===== src/rtl/fetch_pkg.sv =====
// Shared definitions for the instruction fetch unit.
//   XLEN      - datapath / address width
//   PC_INCR   - sequential PC step (one 32-bit word)
//   PC_AHEAD  - pipeline PC offset added to branch targets
//   fetch_state_e - FETCH (request outstanding), HOLD (instr waiting for decode),
//                   DRAIN (discarding a request made stale by a redirect)
package fetch_pkg;

    localparam int unsigned XLEN = 32;

    localparam logic [XLEN-1:0] PC_INCR  = XLEN'(4);
    localparam logic [XLEN-1:0] PC_AHEAD = XLEN'(8);

    typedef enum logic [1:0] {
        FETCH = 2'd0,
        HOLD  = 2'd1,
        DRAIN = 2'd2
    } fetch_state_e;

endpackage


===== src/rtl/fetch_target.sv =====
// Branch target adder: target_c = br_base + PC_AHEAD + br_imm (mod 2^32).
// Purely combinational.
//   br_base  in  PC of the branch instruction
//   br_imm   in  sign-extended, word-scaled branch offset
//   target_c out redirect address
module fetch_target
    import fetch_pkg::*;
(
    input  logic [XLEN-1:0] br_base,
    input  logic [XLEN-1:0] br_imm,
    output logic [XLEN-1:0] target_c
);

    assign target_c = br_base + PC_AHEAD + br_imm;

endmodule


===== src/rtl/fetch_unit.sv =====
// Instruction fetch unit: issues word reads to instruction memory, hands the
// fetched word to decode, and handles redirects from execute.
// Optional macro FETCH_PERF_CNT_EN adds perf_fetched / perf_stall counters.
//   clk, reset                 clock, async active-high reset
//   imem_req/addr, ack/rdata   instruction memory request / response
//   instr_valid/instr/instr_pc instruction to decode, accepted by instr_ready
//   br_taken/br_base/br_imm    redirect request from execute
//   perf_fetched, perf_stall   (FETCH_PERF_CNT_EN only) event counters
module fetch_unit
    import fetch_pkg::*;
#(
    parameter logic [31:0] RESET_PC = 32'h0000_0000
) (
    input  logic            clk,
    input  logic            reset,
    output logic            imem_req,
    output logic [XLEN-1:0] imem_addr,
    input  logic            imem_ack,
    input  logic [XLEN-1:0] imem_rdata,
    output logic            instr_valid,
    output logic [XLEN-1:0] instr,
    output logic [XLEN-1:0] instr_pc,
    input  logic            instr_ready,
    input  logic            br_taken,
    input  logic [XLEN-1:0] br_base,
    input  logic [XLEN-1:0] br_imm
`ifdef FETCH_PERF_CNT_EN
    ,
    output logic [XLEN-1:0] perf_fetched,
    output logic [XLEN-1:0] perf_stall
`endif
);

    fetch_state_e    state_q, state_d;
    logic [XLEN-1:0] pc_q, pc_d;
    logic [XLEN-1:0] pc_next_q, pc_next_d;   // redirect target parked during DRAIN
    logic [XLEN-1:0] instr_q, instr_d;
    logic [XLEN-1:0] instr_pc_q, instr_pc_d;
    logic            valid_q, valid_d;
    logic            req_q, req_d;
    logic [XLEN-1:0] target_c;
    logic            ack_c;

    // An ack only counts against a request we actually have outstanding.
    assign ack_c = imem_ack & req_q;

    fetch_target u_target (
        .br_base  (br_base),
        .br_imm   (br_imm),
        .target_c (target_c)
    );

    // State register
    always_ff @(posedge clk or posedge reset) begin
        if (reset) begin
            state_q    <= FETCH;
            pc_q       <= RESET_PC;
            pc_next_q  <= '0;
            instr_q    <= '0;
            instr_pc_q <= '0;
            valid_q    <= 1'b0;
            req_q      <= 1'b0;
        end else begin
            state_q    <= state_d;
            pc_q       <= pc_d;
            pc_next_q  <= pc_next_d;
            instr_q    <= instr_d;
            instr_pc_q <= instr_pc_d;
            valid_q    <= valid_d;
            req_q      <= req_d;
        end
    end

    // Next-state logic; br_taken wins over every other event.
    always_comb begin
        state_d    = state_q;
        pc_d       = pc_q;
        pc_next_d  = pc_next_q;
        instr_d    = instr_q;
        instr_pc_d = instr_pc_q;
        valid_d    = valid_q;

        case (state_q)
            FETCH: begin
                if (br_taken) begin
                    // Live request still in flight: park target until it drains.
                    if (req_q && !imem_ack) begin
                        pc_next_d = target_c;
                        state_d   = DRAIN;
                    end else begin
                        pc_d = target_c;
                    end
                end else if (ack_c) begin
                    instr_d    = imem_rdata;
                    instr_pc_d = pc_q;
                    valid_d    = 1'b1;
                    state_d    = HOLD;
                end
            end
            HOLD: begin
                if (br_taken) begin
                    valid_d = 1'b0;
                    pc_d    = target_c;
                    state_d = FETCH;
                end else if (instr_ready) begin
                    valid_d = 1'b0;
                    pc_d    = pc_q + PC_INCR;
                    state_d = FETCH;
                end
            end
            DRAIN: begin
                if (br_taken && ack_c) begin
                    pc_d    = target_c;
                    state_d = FETCH;
                end else if (br_taken) begin
                    pc_next_d = target_c;
                end else if (ack_c) begin
                    pc_d    = pc_next_q;
                    state_d = FETCH;
                end
            end
            default: state_d = FETCH;
        endcase

        req_d = (state_d != HOLD);
    end

    assign imem_req    = req_q;
    assign imem_addr   = pc_q;
    assign instr_valid = valid_q;
    assign instr       = instr_q;
    assign instr_pc    = instr_pc_q;

`ifdef FETCH_PERF_CNT_EN
    logic [XLEN-1:0] perf_fetched_q, perf_fetched_d;
    logic [XLEN-1:0] perf_stall_q, perf_stall_d;

    // Counters: accepted instructions and memory wait cycles.
    always_comb begin
        perf_fetched_d = perf_fetched_q;
        perf_stall_d   = perf_stall_q;
        if (state_q == HOLD && instr_ready && !br_taken) begin
            perf_fetched_d = perf_fetched_q + XLEN'(1);
        end
        if (state_q != HOLD && req_q && !imem_ack) begin
            perf_stall_d = perf_stall_q + XLEN'(1);
        end
    end

    always_ff @(posedge clk or posedge reset) begin
        if (reset) begin
            perf_fetched_q <= '0;
            perf_stall_q   <= '0;
        end else begin
            perf_fetched_q <= perf_fetched_d;
            perf_stall_q   <= perf_stall_d;
        end
    end

    assign perf_fetched = perf_fetched_q;
    assign perf_stall   = perf_stall_q;
`endif

endmodule


===== config.mk =====
export PLATFORM = sky130hd
export DESIGN_NAME = fetch_unit
export DESIGN_NICKNAME = d
export VERILOG_FILES = /design/src/rtl/fetch_pkg.sv /design/src/rtl/fetch_target.sv /design/src/rtl/fetch_unit.sv
export SDC_FILE = /design/constraint.sdc
export NUM_CORES = 1
export LEC_CHECK = 0
export CORE_ASPECT_RATIO = 1.4
export CORE_MARGIN = 2
export CORE_UTILIZATION = 38
export DETAILED_ROUTE_END_ITERATION = 16
export DONT_BUFFER_PORTS = 1
export GPL_ROUTABILITY_DRIVEN = 0
export GPL_TIMING_DRIVEN = 0
export PLACE_DENSITY = 0.58
export SETUP_SLACK_MARGIN = 0.15
export SLEW_MARGIN = 20
export SYNTH_ARGS = -nofsm -noshare
export SYNTH_HDL_FRONTEND = slang
export SYNTH_SLANG_ARGS = --single-unit

===== constraint.sdc =====
create_clock -name clk -period 6.28 [get_ports clk]
set_clock_uncertainty 0.2 [all_clocks]
set_input_delay 1.256 -clock clk [delete_from_list [all_inputs] [get_ports clk]]
set_output_delay 1.256 -clock clk [all_outputs]
set_load 0.03 [all_outputs]

Yosys cells after proc, flatten, opt, wreduce, memory -nomap -nowiden
Cells that the tools add are included.
W data, S select, Z words.
Operators by class
  add/subtract/negate cells: 3
  equality and inequality tests: 13
  muxes and demuxes: 27
  bitwise gates (word level): 2
  reduce and logical (&&, ||, !) cells: 11
Operator list (count)
  $mux W32: 11
  $pmux W32 S3: 1
  $pmux W32 S2: 1
  $add A32 B3 Y32 const B: 1
  $add A32 B32 Y32: 1
  $add A32 B4 Y32 const B: 1
  $mux W2: 8
  $ne A2 B2 Y1 const B: 7
  $ne A3 B3 Y1 const B: 3
  $pmux W2 S3: 1
  $reduce_and A6 Y1: 1
  $reduce_and A5 Y1: 1
  $mux W1: 4
  $reduce_and A4 Y1: 1
  $reduce_bool A2 Y1: 2
  $reduce_and A3 Y1: 1
  $reduce_bool A3 Y1: 1
  $eq A2 B1 Y1 const B: 1
  $eq A2 B2 Y1 const B: 1
  $logic_and A1 B1 Y1: 2
  $logic_not A2 Y1: 1
  $ne A2 B1 Y1 const B: 1
  $pmux W1 S2: 1
  $and A1 B1 Y1: 1
  other kinds (2): 2
Word-level totals
  flip-flop bits (word level): 132
  input bits: 101
  output and inout bits: 98
  logic and storage cells: 63

Logic depth before layout (Yosys ltp)
  word-level depth: 6
  depth in mapped cells: 12
  mapped depth without buffers: 11

Hierarchy
From an unflattened synthesis, not the netlist that was laid out.
Second synthesis, totals
  cells, all modules: 807
  area total of the unflattened synthesis: 8363.0 µm²
By module, submodules not included
  fetch_unit: times used 1, cells each 547, area an instance 6297.3 µm²
  fetch_target: times used 1, cells each 260, area an instance 2065.7 µm²

Worst setup path after synthesis
Ideal clock, no wire load.
  path type: input-to-reg
  from: in br_base[1]
  to: reg pc_next_q[29]
  library setup time: 0.069 ns
  data arrival time: 3.404 ns
  data required time: 6.011 ns
  setup slack: 2.608 ns
  stages on the path: 11
  cell sequence: ha_1 ha_1 inv_1 fa_1 nand2b_1 a21oi_1 o21ai_1 a31oi_1 o21ai_0 or3_1 nand3_1
On the way
  cells in the longest elaborated chain, start to end: 5
RTL lines
  start: declaration: RTL line fetch_unit.sv:25  | input logic [XLEN-1:0] br_base,
  $add A32 B4 Y32 *: RTL line fetch_target.sv:14  | assign target_c = br_base + PC_AHEAD + br_imm;
  $add A32 B32 Y32 *: RTL line fetch_target.sv:14
  $mux W32 (on tied branches): RTL line fetch_unit.sv:115, fetch_unit.sv:87
  $mux W32 (on tied branches): RTL line fetch_unit.sv:112, fetch_unit.sv:85
  $pmux W32 S2 *: RTL line fetch_unit.sv:83  | case (state_q)
  end signal: assignment: RTL line fetch_unit.sv:66  | pc_next_q <= pc_next_d;
  end: declaration: RTL line fetch_unit.sv:36  | logic [XLEN-1:0] pc_next_q, pc_next_d;
Mark *: on every way between the ends. The rest lies on a longest branch, timed or not. The select of a mux whose other input is x is not followed.
A chain may end at the register's enable or synchronous reset.

Worst setup path after layout
Ends and elaborated chain as after synthesis.

==> flow_summary.yaml <==
outcome:
  status: "complete, no violations"
cts:
  clock_sinks: 132
  cts-buffers-inserted: 17
  root_buffer: "clkbuf_16"
  post_cts_buffers: 0
  clk_latency_ps: 420
  cts.path.max_buffers: 2
  postCtsHoldBufs: 0
  ctsHtreeMaxLevel: 4
  cts_tree: "yes"
  cts_resized: 0
  clkTransAtPathRegs_ps: 60
die:
  dieArea_um2: 23500
  num_io_pins: 199
  start_util: 0.386
  rows: 64
  die_w_um: 130
  core_area_um2: 21900
  die_y_um: 180
flow_run:
  cap_violations: 0
min_path:
  hold_class: "register to register"
  whs_path_depth: 2
  hp-start: "pc_next_q[1]"
critical_path:
  critPathMaxStageDelay_ps: 410
  cp.required_ps: 6430
  crit_family: "compound AO/OA/AOI/OAI gates"
  reg2regPathDepth: 9
  critPathCaptureType: "register"
  critPathKind: "input port to register"
  crit_slowest_cell: "or3_1"
  cp_max_fo: 4
  cp_data_arrival_time_ps: 3920
  startpoint_type: "input port"
  worstPathCellList: "ha_1 -> ha_1 -> inv_1 -> fa_1 -> nand2b_1 -> a21oi_1 -> o21ai_1 -> a31oi_1 -> o21ai_0 -> or3_1 -> nand3_1"
  cp-startpoint: "br_base[1]"
  path_buf_inv: 1
  cp.depth: 11
  rr_startpoint: "state_q[1]"
  crit_top_cell: "ha_1"
timing:
  setup_viol: 0
  whs_ps: 276
  rsz0062_at_grt: "no"
  period_share: 0.599
  fin_crit_ps: 3760
  worst_pin_slew_ps: 1040
  slew_viol_final: 0
  slew_headroom: 0.297
  hold_viol: 0
  fmax_ghz: 0.266
synthesis:
  async_reset_ff_frac: 1.00
  ys.flop_type: "dfrtp_1"
  ys_types: 73
  synth_area_um2: 8450
  postSynthAreaPerCell_um2: 9.37
  synth_seq_area_share: 0.391
  syn_inst: 901
  ys_ff_latch: 132
  synth_edf_count: 0
  syn_nets: 1070
  yosys_warnings: 0
routing:
  viasPerCell: 5.70
  wire_per_inst_um: 19.3
  firstDrtPassIters: 7
  drt-initial-drc-count: 550
  wirelength_mm: 23.8
  remaining_drc_errors: 0
  num_vias: 7020
  antenna_left: 0
layout:
  mostFrequentLayoutCells: "132 x dfrtp_1, 117 x nand2_1, 72 x o21ai_0, 67 x ha_1, 66 x mux2_2"
  design_area_um2: 9510
  n_antenna_cell: 0
  nets: 1091
  mostFrequentLayoutCell: "dfrtp_1"
  nFillCells: 2167
  synthToLayoutAreaGrowth_pct: 12.6
  layout-drive-gt1-share: 0.138
power:
  p_per_area_nw_per_um2: 514
  leakagePower_nw: 4.11
  ir_worst_vdd_v: 0.000178
global_route:
  grt.total_usage: 0.203
  grt_max_degree: 72
  grt_pass1_wl_mm: 37.4
  antenna_found_initial: 0
  grt_pass1_vias: 6827
  grt_overflow_total: 0
place:
  numPortBuffers: 0
  dp_hpwl_mm: 18.4
  dpl-instance-area_um2: 8860
[through the flow]
stage / utilization / worst slack [ps] / setup TNS, ps / cells / power [mW]
6_report: 0.435 / 2520 / 0 / 1232 / 4.89
5_1_grt: 0.435 / 2320 / 0 / 1232 / 5.20
4_1_cts: 0.435 / 2510 / 0 / 1232 / 4.91
3_5_place_dp: 0.405 / 2090 / 0 / 1200 / 3.81
3_3_place_gp: 0.403 / -217 / -27720 / 1198 / 3.77
2_1_floorplan: - / 1300 / 0 / 901 / 3.28
[state kept, by name, summed over array words and instances (netlist names)]
signal,flops
imem_addr,32
imem_req,1
instr,32
instr_pc,32
instr_valid,1
pc_next_q,32
state_q,2
[power by group]
| part | internal (mW) | switching [mW] |
|---|---|---|
| registers | 1.26 | 1.03 |
| clock network | 0.698 | 0.387 |
| logic | 0.627 | 0.891 |
[final cells by class]
class	instances	area, um^2	share of cell area
Timing Repair Buffer	2	32.5	0.00342
Multi-Input combinational cell	690	4830	0.508
Buffer	50	208	0.0218
Clock buffer	21	470	0.0495
Inverter	29	116	0.0122
Tap cell	297	372	0.0391
Clock inverter	11	174	0.0183
Sequential cell	132	3300	0.347
[cells by family (layout without fill, tap and decap cells)]
logic type / after synthesis / count (layout) / share of synthesized area
muxes: 67 / 67 / 0.0892
and+or+nand+nor: 277 / 277 / 0.162
xor gates and xnor gates: 30 / 30 / 0.0311
adders and majority gates: 68 / 68 / 0.102
DFF: 132 / 132 / 0.391
AOI/OAI and AO/OA: 248 / 248 / 0.188
buffers and inverters: 79 / 113 / 0.0375
[Yosys cell counts, drive strengths merged, types with 6 or more instances]
master	count	area share
o31ai	6	0.0053
a21o	8	0.0073
xnor2	13	0.013
nand4	20	0.016
clkbuf	26	0.012
o21ai	78	0.047
xor2	17	0.018
a31oi	12	0.0089
nor2	44	0.020
and3	6	0.0044
nor3	14	0.011
a21oi	63	0.037
ha	67	0.099
o211ai	7	0.0062
o21a	13	0.012
a22oi	10	0.0089
nand3	34	0.021
mux2	66	0.088
inv	29	0.013
or3	7	0.0058
dfrtp	132	0.39
nand2	119	0.053
o221ai	7	0.0073
buf	24	0.013
nor4	7	0.0070
[layer usage]
layer,global-route usage,part of all wire
met2,0.355,0.50
met3,0.0288,0.062
met4,0.0740,0.023
met5,0,0
met1,0.252,0.41
[worst paths after layout]
| check | slack [ps] | endpoint |
|---|---|---|
| setup / recovery | 2520 | pc_next_q[29] |
| max in group asynchronous | 4670 | instr[4] |
| min in group asynchronous | 500 | instr[23] |
| hold / removal | 280 | pc_next_q[1] |
| hold reg to reg | 280 | pc_next_q[1] |
| setup reg to reg | 3120 | imem_addr[15] |
[worst reg2reg max path, cell delays in order (launching register included)]
cell,delay (ps)
dfrtp_1,440
inv_1,130
ha_1,220
nor2b_1,330
a22o_1,280
or3_1,130
clkbuf_1,280
buf_2,310
clkbuf_1,460
o221ai_1,220
(Power assumes the default switching activity.)
